[config.mk]
export PLATFORM = sky130hd
export DESIGN_NAME = instr_fetch_unit
export DESIGN_NICKNAME = d
export VERILOG_FILES = /design/src/rtl/instr_fetch_unit_pkg.sv /design/src/rtl/fetch_fifo.sv /design/src/rtl/instr_fetch_unit.sv
export SDC_FILE = /design/constraint.sdc
export NUM_CORES = 1
export LEC_CHECK = 0
export BUFFER_PORTS_ARGS = -buffer_cell sky130_fd_sc_hd__buf_2
export CAP_MARGIN = 25
export CORE_MARGIN = 2
export CORE_UTILIZATION = 40
export DETAILED_ROUTE_END_ITERATION = 16
export GPL_ROUTABILITY_DRIVEN = 0
export HOLD_SLACK_MARGIN = 0.12
export PLACE_DENSITY = 0.66
export SLEW_MARGIN = 25
export SYNTH_ARGS = -nofsm -noshare
export SYNTH_HDL_FRONTEND = slang
export SYNTH_HIERARCHICAL = 1
export SYNTH_SLANG_ARGS = --single-unit
[constraint.sdc]
create_clock -name clk -period 5.91 [get_ports clk]
set_input_delay 0.8865 -clock clk [delete_from_list [all_inputs] [get_ports clk]]
set_output_delay 0.8865 -clock clk [all_outputs]
set_load 0.02 [all_outputs]
[src/rtl/instr_fetch_unit_pkg.sv]
// Shared widths and FSM encoding for the instruction fetch slice.
package instr_fetch_unit_pkg;

  localparam int unsigned ADDR_WIDTH = 32;
  localparam int unsigned DATA_WIDTH = 32;

  typedef enum logic [0:0] {
    RUN   = 1'b0,
    DRAIN = 1'b1
  } fetch_state_t;

endpackage

[src/rtl/fetch_fifo.sv]
// Synchronous FIFO with occupancy count; used for both the fetch tag queue
// and the decoded-side instruction buffer.
module fetch_fifo #(
  parameter int unsigned WIDTH = 32,
  parameter int unsigned DEPTH = 2
) (
  input  logic                         clk,
  input  logic                         rst,
  input  logic                         flush_i,
  input  logic                         push_i,
  input  logic [WIDTH-1:0]             wdata_i,
  input  logic                         pop_i,
  output logic [WIDTH-1:0]             rdata_o,
  output logic [$clog2(DEPTH+1)-1:0]   count_o
);

  localparam int unsigned AW = (DEPTH > 1) ? $clog2(DEPTH) : 1;
  localparam int unsigned CW = $clog2(DEPTH + 1);

  logic [WIDTH-1:0] mem_q [DEPTH];
  logic [AW-1:0]    wr_ptr_q, wr_ptr_d;
  logic [AW-1:0]    rd_ptr_q, rd_ptr_d;
  logic [CW-1:0]    count_q, count_d;
  logic             push_ok, pop_ok;

  always_comb begin
    pop_ok   = pop_i && (count_q != '0);
    push_ok  = push_i && ((count_q != CW'(DEPTH)) || pop_ok);
    wr_ptr_d = wr_ptr_q;
    rd_ptr_d = rd_ptr_q;
    count_d  = count_q;
    if (flush_i) begin
      wr_ptr_d = '0;
      rd_ptr_d = '0;
      count_d  = '0;
    end else begin
      if (push_ok) wr_ptr_d = wr_ptr_q + AW'(1);
      if (pop_ok)  rd_ptr_d = rd_ptr_q + AW'(1);
      if (push_ok && !pop_ok)      count_d = count_q + CW'(1);
      else if (!push_ok && pop_ok) count_d = count_q - CW'(1);
    end
  end

  // Storage is cleared on reset so the head reads as zero until first push.
  always_ff @(posedge clk) begin
    if (rst) begin
      wr_ptr_q <= '0;
      rd_ptr_q <= '0;
      count_q  <= '0;
      for (int unsigned i = 0; i < DEPTH; i++) mem_q[i] <= '0;
    end else begin
      wr_ptr_q <= wr_ptr_d;
      rd_ptr_q <= rd_ptr_d;
      count_q  <= count_d;
      if (push_ok && !flush_i) mem_q[wr_ptr_q] <= wdata_i;
    end
  end

  assign rdata_o = mem_q[rd_ptr_q];
  assign count_o = count_q;

endmodule

[src/rtl/instr_fetch_unit.sv]
// Instruction fetch: issues word-aligned requests, pairs in-order responses
// with their PCs and buffers them for decode; redirects flush and drain.
module instr_fetch_unit
  import instr_fetch_unit_pkg::*;
#(
  parameter logic [ADDR_WIDTH-1:0] RESET_PC   = 32'h0000_0000,
  parameter int unsigned           FIFO_DEPTH = 2
) (
  input  logic                  clk,
  input  logic                  rst,
  output logic                  mem_req_valid,
  input  logic                  mem_req_ready,
  output logic [ADDR_WIDTH-1:0] mem_req_addr,
  input  logic                  mem_rsp_valid,
  input  logic [DATA_WIDTH-1:0] mem_rsp_data,
  input  logic                  redirect_valid,
  input  logic [ADDR_WIDTH-1:0] redirect_pc,
  output logic                  if_valid,
  input  logic                  if_ready,
  output logic [DATA_WIDTH-1:0] if_instr,
  output logic [ADDR_WIDTH-1:0] if_pc
);

  localparam int unsigned CW = $clog2(FIFO_DEPTH + 1);
  localparam int unsigned BW = ADDR_WIDTH + DATA_WIDTH;
  localparam logic [ADDR_WIDTH-1:0] RESET_PC_W = {RESET_PC[ADDR_WIDTH-1:2], 2'b00};
  localparam logic [CW:0] DEPTH_C = FIFO_DEPTH[CW:0];

  fetch_state_t          state_q, state_d;
  logic [ADDR_WIDTH-1:0] pc_q, pc_d;
  logic [CW-1:0]         discard_q, discard_d;
  logic [CW-1:0]         tag_count, buf_count;
  logic [ADDR_WIDTH-1:0] tag_pc;
  logic [BW-1:0]         buf_head;
  logic [CW:0]           occupancy;
  logic                  req_fire, buf_push, buf_pop;
  logic                  unused_redirect_lsbs;

  assign unused_redirect_lsbs = ^redirect_pc[1:0];

  // A pop committed this cycle frees an entry before any new response can
  // land, so it is credited here to sustain one fetch per cycle.
  always_comb begin
    if_valid      = !rst && (buf_count != '0) && !redirect_valid;
    buf_pop       = if_valid && if_ready;
    occupancy     = {1'b0, tag_count} + {1'b0, buf_count} - {{CW{1'b0}}, buf_pop};
    mem_req_valid = !rst && (state_q == RUN) && !redirect_valid && (occupancy < DEPTH_C);
    req_fire      = mem_req_valid && mem_req_ready;
    buf_push      = mem_rsp_valid && (state_q == RUN) && !redirect_valid;
    mem_req_addr  = pc_q;
    if_instr      = buf_head[DATA_WIDTH-1:0];
    if_pc         = buf_head[BW-1:DATA_WIDTH];
  end

  always_comb begin
    state_d   = state_q;
    pc_d      = pc_q;
    discard_d = discard_q;
    if (redirect_valid) begin
      pc_d      = {redirect_pc[ADDR_WIDTH-1:2], 2'b00};
      discard_d = tag_count - CW'(mem_rsp_valid);
      state_d   = (discard_d != '0) ? DRAIN : RUN;
    end else begin
      if (req_fire) pc_d = pc_q + ADDR_WIDTH'(4);
      if ((state_q == DRAIN) && mem_rsp_valid) begin
        discard_d = discard_q - CW'(1);
        if (discard_q == CW'(1)) state_d = RUN;
      end
    end
  end

  always_ff @(posedge clk) begin
    if (rst) begin
      state_q   <= RUN;
      pc_q      <= RESET_PC_W;
      discard_q <= '0;
    end else begin
      state_q   <= state_d;
      pc_q      <= pc_d;
      discard_q <= discard_d;
    end
  end

  // Every response retires one tag, including those dropped while draining.
  fetch_fifo #(
    .WIDTH (ADDR_WIDTH),
    .DEPTH (FIFO_DEPTH)
  ) u_tag_q (
    .clk     (clk),
    .rst     (rst),
    .flush_i (1'b0),
    .push_i  (req_fire),
    .wdata_i (pc_q),
    .pop_i   (mem_rsp_valid),
    .rdata_o (tag_pc),
    .count_o (tag_count)
  );

  fetch_fifo #(
    .WIDTH (BW),
    .DEPTH (FIFO_DEPTH)
  ) u_instr_buf (
    .clk     (clk),
    .rst     (rst),
    .flush_i (redirect_valid),
    .push_i  (buf_push),
    .wdata_i ({tag_pc, mem_rsp_data}),
    .pop_i   (buf_pop),
    .rdata_o (buf_head),
    .count_o (buf_count)
  );

endmodule
==> impl_metrics.env <==
export IMPL_status="complete, no violations"
export IMPL_crit_path_max_fanout=7
export IMPL_finalHoldViolCount=0
export IMPL_globalRoute_totalOverflow=0
export IMPL_synth_ff_type="edfxtp_1"
export IMPL_synth_area_leaders="edfxtp_1, mux2_2, and2_1"
export IMPL_async_flop_share_pct=0
export IMPL_h_tree_depth=1
export IMPL_yosys_area_top_type="edfxtp_1"
export IMPL_yosysWarnings=6
export IMPL_cts_made_buffers=26
export IMPL_cpPeakStageDelay_ps=440
export IMPL_end_kind="primary output"
export IMPL_dieArea_mm2=0.02948
export IMPL_finalWirelength_um=24360
export IMPL_timing_fmax_mhz=232.3
export IMPL_slew_viol_final=0
export IMPL_holdBufCountCts=0
export IMPL_synth_top_area_share_pct=51.25
export IMPL_vias=7192
export IMPL_fin_area_mm2=0.01314
export IMPL_cp_slowest_cell="xor2_1"
export IMPL_wire_per_inst_um=17.23
export IMPL_regArea_mm2=0.006631
export IMPL_worst_slew_pin_slew_ps=930.4
export IMPL_synthToLayoutAreaGrowth_pct=16.84
export IMPL_layout_common_cells="edfxtp_1, buf_2, and2_1"
export IMPL_clkSlewWorstSetupHoldPaths_ps=50
export IMPL_io_pins=168
export IMPL_rows=61
export IMPL_port_buffers=163
export IMPL_setup_ws_ps=1605
export IMPL_cp_endpoint="mem_req_valid"
export IMPL_cts_buffer_depth=3
export IMPL_r2r_start="u_instr_buf/count_o[0]"
export IMPL_multiInputGateArea_mm2=0.004255
export IMPL_track_usage_pct=16.21
export IMPL_cp_required_ps=5020
export IMPL_synth_edff_count=192
export IMPL_post_cts_setup_buffers=0
export IMPL_critPathKind="input pin to primary output"
export IMPL_relSlewSlack_pct=37.49
export IMPL_finClkSkew_ps=13.53
export IMPL_drive_gt1_share_pct=35.17
export IMPL_grt_antenna_before_repair=0
export IMPL_ant_nets=0
export IMPL_fin_crit_sh_pct=72.84
export IMPL_cts_sinks=235
export IMPL_power_total_uw=3712
export IMPL_start_util_pct=40.60
export IMPL_syn_inst=853
export IMPL_nets=1096
export IMPL_crit_top_cell="buf_2"
export IMPL_vias_per_cell=5.086
export IMPL_ys_seq_elements=235
export IMPL_setup_viol=0
export IMPL_path_cells="buf_2 > nor2_1 > buf_4 > a21boi_0 > and2_1 > ha_1 > nand2b_1 > fa_1 > xor2_1 > and4b_1 > buf_2"
export IMPL_grt_max_degree=66
export IMPL_min_path_type="flip-flop to flip-flop"
export IMPL_startpoint="redirect_valid"
export IMPL_hold_ws_ps=474.1
export IMPL_first_pass_iters=5
export IMPL_die_y_um=171.7
export IMPL_fin_crit_ps=4305
export IMPL_dpl_hpwl_um=15340
export IMPL_grt_pass1_wl_um=37650
export IMPL_setup_tns_ps=0
export IMPL_start_kind="input pin"
export IMPL_cts_resized=0
export IMPL_synth_cell_types=72
export IMPL_r2r_slack_ps=1910
export IMPL_crit_arrival_ps=3420
export IMPL_reg2reg_depth=12
export IMPL_syn_area_mm2=0.01125
export IMPL_drc=0
export IMPL_cts_tree="done"
export IMPL_drt_iter0_markers=390
export IMPL_core_area_mm2=0.02771
export IMPL_clk_latency_ps=530
export IMPL_p_leak_uw=0.005113
export IMPL_die_w_um=171.7
export IMPL_syn_area_per_cell_um2=13.19
export IMPL_dpl_cell_area_mm2=0.01234
export IMPL_peakVddDrop_v=0.0002122
export IMPL_place_ws_ps=1136
export IMPL_ys_seq_area_share_pct=58.90
export IMPL_rsz0062_at_grt="false"
export IMPL_max_cap_violations=0
export IMPL_fillers=2480
export IMPL_p_per_area_mw_per_mm2=282.4
export IMPL_final_common_cell="edfxtp_1"
export IMPL_grt_pass1_vias=7141
export IMPL_cts_root_buffer="clkbuf_16"
export IMPL_r2r_end="u_tag_q/mem_q[0][9]"
-- worst min path at each step --
stage                           endpoint  slack [ps]  depth (start not counted)            startpoint
floorplan           u_instr_buf/wr_ptr_q         440                          2  u_instr_buf/wr_ptr_q
global placement    u_instr_buf/wr_ptr_q         440                          2  u_instr_buf/wr_ptr_q
detailed placement  u_instr_buf/wr_ptr_q         470                          2  u_instr_buf/wr_ptr_q
CTS                 u_instr_buf/wr_ptr_q         470                          2  u_instr_buf/wr_ptr_q
global route        u_instr_buf/wr_ptr_q         500                          2  u_instr_buf/wr_ptr_q
finish              u_instr_buf/wr_ptr_q         470                          2  u_instr_buf/wr_ptr_q
-- final cells by class --
class / instances / area share, %
timing repair buffer: 178 / 7.158
antenna: 1 / 0.01904
tap: 378 / 3.598
clock inverter: 13 / 0.9329
inverter: 12 / 0.3427
sequential: 235 / 50.45
clock buffer: 32 / 5.121
multi-input combinational: 565 / 32.37
-- cell families after synthesis --
logic type | synth area share, %
compound gates | 4.682
xor+xnor | 1.401
fa+ha+maj | 0.9565
buf+inv | 3.581
flops | 58.90
mux | 9.610
other cells | 0.03333
simple gates | 20.83
-- registers in the layout, summed over array words and instances (netlist names), named ones only --
signal	flops
u_tag_q/mem_q	64
u_tag_q/wr_ptr_q	1
u_instr_buf/count_o	2
state_q	1
u_instr_buf/rd_ptr_q	1
mem_req_addr	30
u_tag_q/count_o	2
u_tag_q/rd_ptr_q	1
discard_q	2
u_instr_buf/wr_ptr_q	1
u_instr_buf/mem_q	128
-- per-stage QoR --
| step | cells | util [%] |
|---|---|---|
| 2_1_floorplan | 862 | - |
| 3_3_place_gp | 1368 | 44.55 |
| 3_5_place_dp | 1368 | 44.55 |
| 4_1_cts | 1413 | 47.42 |
| 5_1_grt | 1413 | 47.43 |
| 6_report | 1414 | 47.44 |
-- critical path: cells and delay by family --
kind            cells  cell delay [ps]
simple gates        4              740
fa+ha+maj           2              670
buf+inv             3              450
xor+xnor            1              440
compound gates      1              230
-- routing by layer --
metal / wire (um) / share of wire (%) / GRT usage [%] / vias to the layer above
li1: - / - / - / 3455
met1: 10920 / 45 / 21.58 / 3469
met2: 11450 / 47 / 27.24 / 246
met3: 1696 / 7.0 / 3.405 / 22
met4: 287 / 1.2 / 3.574 / 0
met5: 0 / 0 / 0 / -
-- where the power goes --
part	switching [uW]	internal [uW]
Clock	617	891
Combinational	180	113
Sequential	53.3	1860
Total	850	2860
-- synthesized netlist by cell type (all sizes together), types with 8 or more instances --
| master | n |
|---|---|
| nand3 | 14 |
| xor2 | 8 |
| xnor2 | 10 |
| nand4 | 12 |
| dfxtp | 43 |
| clkbuf | 17 |
| nor3 | 18 |
| a211oi | 10 |
| or3 | 9 |
| edfxtp | 192 |
| mux2 | 96 |
| buf | 33 |
| and2 | 200 |
| nand2 | 28 |
| inv | 11 |
| nor4 | 14 |
| nor2 | 25 |
Power figures use the tool's default switching activity.
